[src/rtl/cla_8bit_if.sv]
// Operand/result bundle for the 8-bit lookahead adder.
// master drives the addends, slave returns the registered sum and block P/G.
interface cla_8bit_if;
  logic [7:0] in1;
  logic [7:0] in2;
  logic       cin;
  logic [7:0] out;
  logic       cout;
  logic       blk_p;
  logic       blk_g;

  modport master (output in1, in2, cin, input out, cout, blk_p, blk_g);
  modport slave  (input in1, in2, cin, output out, cout, blk_p, blk_g);
endinterface

[src/rtl/cla_8bit.sv]
// 8-bit two-level carry-lookahead adder with a registered sum and block P/G; latency 1 cycle.
// No backpressure: every rising edge out of reset captures a new result.
module cla_8bit (
  input  logic       clk,
  input  logic       rst_n,
  cla_8bit_if.slave  bus
);
  logic [7:0] g;
  logic [7:0] p;
  logic [7:0] c;
  logic [7:0] out_d;
  logic       pg0, gg0, pg1, gg1;
  logic       cout_d, blk_p_d, blk_g_d;
  logic [7:0] out_q;
  logic       cout_q, blk_p_q, blk_g_q;

  assign g = bus.in1 & bus.in2;
  assign p = bus.in1 ^ bus.in2;

  // Low group: carries flattened to sum-of-products from cin.
  assign c[0] = bus.cin;
  assign c[1] = g[0] | (p[0] & c[0]);
  assign c[2] = g[1] | (p[1] & g[0]) | (p[1] & p[0] & c[0]);
  assign c[3] = g[2] | (p[2] & g[1]) | (p[2] & p[1] & g[0]) | (p[2] & p[1] & p[0] & c[0]);
  assign pg0  = p[3] & p[2] & p[1] & p[0];
  assign gg0  = g[3] | (p[3] & g[2]) | (p[3] & p[2] & g[1]) | (p[3] & p[2] & p[1] & g[0]);

  assign c[4] = gg0 | (pg0 & bus.cin);
  assign c[5] = g[4] | (p[4] & c[4]);
  assign c[6] = g[5] | (p[5] & g[4]) | (p[5] & p[4] & c[4]);
  assign c[7] = g[6] | (p[6] & g[5]) | (p[6] & p[5] & g[4]) | (p[6] & p[5] & p[4] & c[4]);
  assign pg1  = p[7] & p[6] & p[5] & p[4];
  assign gg1  = g[7] | (p[7] & g[6]) | (p[7] & p[6] & g[5]) | (p[7] & p[6] & p[5] & g[4]);

  // Second level: block P/G exclude cin so wider adders can cascade on them.
  assign cout_d  = gg1 | (pg1 & gg0) | (pg1 & pg0 & bus.cin);
  assign blk_p_d = pg1 & pg0;
  assign blk_g_d = gg1 | (pg1 & gg0);
  assign out_d   = p ^ c;

  always_ff @(posedge clk or negedge rst_n) begin
    if (!rst_n) begin
      out_q   <= 8'h00;
      cout_q  <= 1'b0;
      blk_p_q <= 1'b0;
      blk_g_q <= 1'b0;
    end else begin
      out_q   <= out_d;
      cout_q  <= cout_d;
      blk_p_q <= blk_p_d;
      blk_g_q <= blk_g_d;
    end
  end

  assign bus.out   = out_q;
  assign bus.cout  = cout_q;
  assign bus.blk_p = blk_p_q;
  assign bus.blk_g = blk_g_q;
endmodule

[src/flat_wrapper.sv]
// flat-port wrapper written by rule: the top's interface ports become plain ports
module cla_8bit_flat 
  (clk, rst_n, bus_in1, bus_in2, bus_cin, bus_out, bus_cout, bus_blk_p, bus_blk_g);
  cla_8bit_if bus_i ();
  input  logic clk;
  input  logic rst_n;
  input wire logic [$bits(bus_i.in1)-1:0] bus_in1;
  input wire logic [$bits(bus_i.in2)-1:0] bus_in2;
  input wire logic [$bits(bus_i.cin)-1:0] bus_cin;
  output wire logic [$bits(bus_i.out)-1:0] bus_out;
  output wire logic [$bits(bus_i.cout)-1:0] bus_cout;
  output wire logic [$bits(bus_i.blk_p)-1:0] bus_blk_p;
  output wire logic [$bits(bus_i.blk_g)-1:0] bus_blk_g;
  assign bus_i.in1 = bus_in1;
  assign bus_i.in2 = bus_in2;
  assign bus_i.cin = bus_cin;
  assign bus_out = bus_i.out;
  assign bus_cout = bus_i.cout;
  assign bus_blk_p = bus_i.blk_p;
  assign bus_blk_g = bus_i.blk_g;
  cla_8bit u_core (.clk(clk), .rst_n(rst_n), .bus(bus_i));
endmodule
[config.mk]
export PLATFORM = sky130hd
export DESIGN_NAME = cla_8bit_flat
export DESIGN_NICKNAME = d
export VERILOG_FILES = /design/src/rtl/cla_8bit_if.sv /design/src/rtl/cla_8bit.sv /design/src/flat_wrapper.sv
export SDC_FILE = /design/constraint.sdc
export NUM_CORES = 1
export LEC_CHECK = 0
export BUFFER_PORTS_ARGS = -buffer_cell sky130_fd_sc_hd__buf_2
export CORE_MARGIN = 10
export CORE_UTILIZATION = 48
export DETAILED_ROUTE_END_ITERATION = 10
export PLACE_DENSITY = 0.85
export RECOVER_POWER = 100
export SYNTH_ARGS = -nofsm -noshare
export SYNTH_HDL_FRONTEND = slang
export SYNTH_SLANG_ARGS = --single-unit
[constraint.sdc]
create_clock -name clk -period 1.18 [get_ports clk]
set_clock_uncertainty 0.1 [all_clocks]
set_input_delay 0.059 -clock clk [delete_from_list [all_inputs] [get_ports clk]]
set_output_delay 0.059 -clock clk [all_outputs]
set_load 0.005 [all_outputs]
After elaboration in Yosys (flattened, before gate mapping). Index checks and enable logic that the tools add are counted.

Bitwise logic cells: 58.

Operators with widths (number): $and 1x1->1 (34); $or 1x1->1 (21); $xor 8x8->8 (2); $and 8x8->8 (1).

Bits in registers: 11. Output and inout port bits: 11. Word-level logic and storage cells: 62.

Depth between registers and ports, before layout.
Word-level depth: 9. Depth in mapped cells: 6. Mapped depth without buffers: 6.

Worst setup path before layout. Ideal clock, no wire load.

Path type: input -> register. From: input port bus_in2[2]. To: register u_core.out_q[5] (netlist: u_core.bus.out[5]). Library setup time: 0.125 ns. Data arrival time: 1.533 ns. Required time: 0.955 ns. Setup slack: -0.578 ns. Stages on the path: 6. Cells stage by stage: ha_1 -> a21o_1 -> a221oi_2 -> inv_1 -> fa_1 -> xor2_1.

Word-level cells in the longest chain between the ends: 9.

Ends and longest elaborated chain: from (decl) (line flat_wrapper.sv:8) `input wire logic [$bits(bus_i.in2)-1:0] bus_in2;`; $and 8x8->8 / $xor 8x8->8 (equally long branches) (line cla_8bit.sv:17, cla_8bit.sv:18); $and 1x1->1 (on tied branches) (line cla_8bit.sv:26, cla_8bit.sv:25); $or 1x1->1, or another cell as far along (2 in series) (line cla_8bit.sv:26) `assign gg0 = g[3] | (p[3] & g[2]) | (p[3] & p[2] & g[1]) | (p[3] & p[2] & p[1] & g[0]);`; $or 1x1->1 / $and 1x1->1 (equally long branches) (line cla_8bit.sv:26, cla_8bit.sv:28); $or 1x1->1 (*) (line cla_8bit.sv:28) `assign c[4] = gg0 | (pg0 & bus.cin);`; $and 1x1->1 (*) (line cla_8bit.sv:29) `assign c[5] = g[4] | (p[4] & c[4]);`; $or 1x1->1 (*) (line cla_8bit.sv:29); $xor 8x8->8 (*) (line cla_8bit.sv:39) `assign out_d = p ^ c;`; named net u_core.out_d[5] (line cla_8bit.sv:11) `logic [7:0] out_d;`; to (signal assigned) (line cla_8bit.sv:48) `out_q <= out_d;`; to (decl) (line cla_8bit.sv:14) `logic [7:0] out_q;`.

The timed path passes the listed nets; every way through them passes the cells marked *.

Final worst setup path.
From: input port bus_in2[0]. To: register u_core.out_q[5] (netlist: u_core.bus.out[5]).

Word-level cells in the longest chain between the ends: 7.

Ends and longest elaborated chain (line): $and 8x8->8 / $xor 8x8->8 (equally long branches) (cla_8bit.sv:17, cla_8bit.sv:18); $and 1x1->1 (on tied branches) (cla_8bit.sv:26, cla_8bit.sv:25); $or 1x1->1 / $and 1x1->1 (equally long branches) (cla_8bit.sv:26, cla_8bit.sv:28); $or 1x1->1 (*) (cla_8bit.sv:28); $and 1x1->1 (*) (cla_8bit.sv:29); $or 1x1->1 (*) (cla_8bit.sv:29); $xor 8x8->8 (*) (cla_8bit.sv:39); named net u_core.out_d[5] (cla_8bit.sv:11).

Marks and branches as above.

==> flow_summary.ini <==
[global_route]
overflow = 0
grt_usage_pct = 13.0
first_global_vias = 770
grt_max_degree = 12
antenna_found_initial = 0
grt_first_pass_wirelength_mm = 3.53

[clock_tree]
cts_hold_buffers = 1
clockBufferDepth = 2
cts_sinks = 11
numCtsBuffers = 3
htreeDepth = 1
tritoncts = yes
clk_pin_slew_ns = 0.07
cts_root_buffer = clkbuf_4

[power]
powerDensity_nw_per_um2 = 1070
power_leakage_nw = 0.566
peakVddDrop_mv = 0.691

[synthesis]
synth_edf_count = 0
syn_area_per_cell_um2 = 11.8
syn_inst = 56
seq_area_frac_synth_pct = 41.5
synth_cell_types = 21
synth_nets = 85
synth-seq-cells = 11
ys_warn_count = 0
ys.flop_type = dfrtp_1
yosys.area.top_type = dfrtp_1
async_flop_share_pct = 100
synth_area_um2 = 663
synthDominantCellAreaShare_pct = 41.5
ys_top_cells_by_area = dfrtp_1 42%, ha_1 15%, fa_1 6.0%

[die]
start_util_pct = 51.0
boundaryPins = 30
rows = 13
die_w_um = 57.2
die_y_um = 57.2
die_area_um2 = 3270
core_um2 = 1300

[sta]
fmax_mhz = 656
max_slew_margin_pct = 61.8
setup_slack_ns = -0.345
tightest_slew_ns = 0.572
drv_slew = 0
min_period_ns = 1.53
finalHoldWorstSlack_ns = -0.0352
period_share_pct = 129
finalSetupViolCount = 9
hold_viol = 1
rsz0062_at_grt = yes

[run]
maxCapViolCount = 0

[layout]
syn_to_final_growth_pct = 80.9
drive_above_1_share_pct = 55.3
fin_nets = 144
diodes = 0

[critical_path]
cp_top_family = adder cells
cp.arrival_ns = 1.60
crit_type = primary input to register
worst_setup_path_end_kind = register
crit_required_ns = 1.25
worstSetupStartpointType = primary input
critPathBufInv = 2
crit_chain = buf_2, ha_4, a21o_1, a221oi_4, inv_2, fa_2, xor2_1
critPathMaxStageDelay_ns = 0.36
crit_slowest_cell = fa_2
path_max_fanout = 2

[routing]
first_pass_iters = 5
dr_total_vias = 766
drt_iter0_drc = 44
via_per_inst = 5.94
drc = 0
drt_wl_total_mm = 3.08
ant_nets = 0
wl_per_cell_um = 23.8

[placement]
port_buffers = 29
place_ws_ns = -0.647
gp_congestion = 0.920
hpwl_mm = 1.71

[min_path]
hp-class = primary input to register

[outcome]
failed_checks = negative hold slack, negative setup slack
status = finished, violations left
area by class of cell:
type	count	area (um^2)
multi-input combinational	41	524
timing repair buffer	54	340
sequential	11	275
fill	53	101
clock buffer	4	26.3
tap	15	18.8
inverter	4	15.0
per-stage QoR:
step           utilization (%)  instance area (um^2)  instances  total power [W]  setup TNS (ns)
2_1_floorplan                -                   744         56         0.000678          -0.979
3_3_place_gp              80.2                  1040        118         0.000880           -2.28
3_5_place_dp              80.2                  1040        118         0.000911           -2.64
4_1_cts                   85.4                  1110        125          0.00118          -0.606
5_1_grt                   92.2                  1200        129          0.00136           -1.27
6_report                  92.2                  1200        129          0.00129           -1.20
registers in the layout, summed over array words and instances, names as in the netlist:
signal	count
u_core.bus.out	8
u_core.bus.blk_g	1
u_core.bus.blk_p	1
u_core.bus.cout	1
layer usage:
metal	up-vias	track usage, %	share of wire, %
li1	319	-	-
met1	366	14.0	35
met2	63	22.3	51
met3	18	3.98	8.0
met4	0	6.71	5.5
met5	-	0	0
layout by cell type, fill, tap and decap left out, types with 2 or more instances in the layout:
master	count
nor2_1	2
inv_2	2
ha_4	7
buf_6	3
clkbuf_4	3
a21oi_2	2
nor3_1	2
dfrtp_1	11
clkbuf_1	14
buf_2	15
a21o_1	5
xor2_1	4
inv_1	2
buf_4	21
repair_timing:
action | in CTS | in global routing
setup buffers | 2 | 4
pin swaps | 5 | 12
endpoints found under the setup margin | 4 | 6
gates resized for setup | 5 | 14
hold endpoints to repair | 11 | 1
cell usage after synthesis, drive strengths merged (2+ instances only):
cell type  instances
ha                 8
nor3               2
inv                4
a21o               5
a21oi              3
nand2b             2
xor2               4
dfrtp             11
nor2               2
nand2              2
a221oi             2
fa                 2
worst paths after layout:
kind                       startpoint                           to  slack (ns)  cells past startpoint
setup / recovery           bus_in2[0]  u_core.bus.out[5]$_DFF_PN0_       -0.35                      7
hold / removal             bus_in1[0]  u_core.bus.out[0]$_DFF_PN0_       -0.04                      2
max in group asynchronous       rst_n    u_core.bus.cout$_DFF_PN0_        0.35                      2
min in group asynchronous       rst_n  u_core.bus.out[4]$_DFF_PN0_        0.24                      2
kinds of logic after synthesis:
| group | share of synthesized area [%] |
|---|---|
| AOI/OAI and AO/OA | 19.1 |
| and+or+nand+nor | 9.44 |
| DFF | 41.5 |
| adders and majority gates | 21.1 |
| xor gates and xnor gates | 6.60 |
| buffers and inverters | 2.26 |
power breakdown:
group          total (W)  switching, W  internal, W
Combinational   0.000575      0.000276     0.000299
Clock           0.000252      0.000122     0.000131
Sequential      0.000461     0.0000206     0.000441
Total            0.00129      0.000418     0.000870
Power figures use the tool's default switching activity.
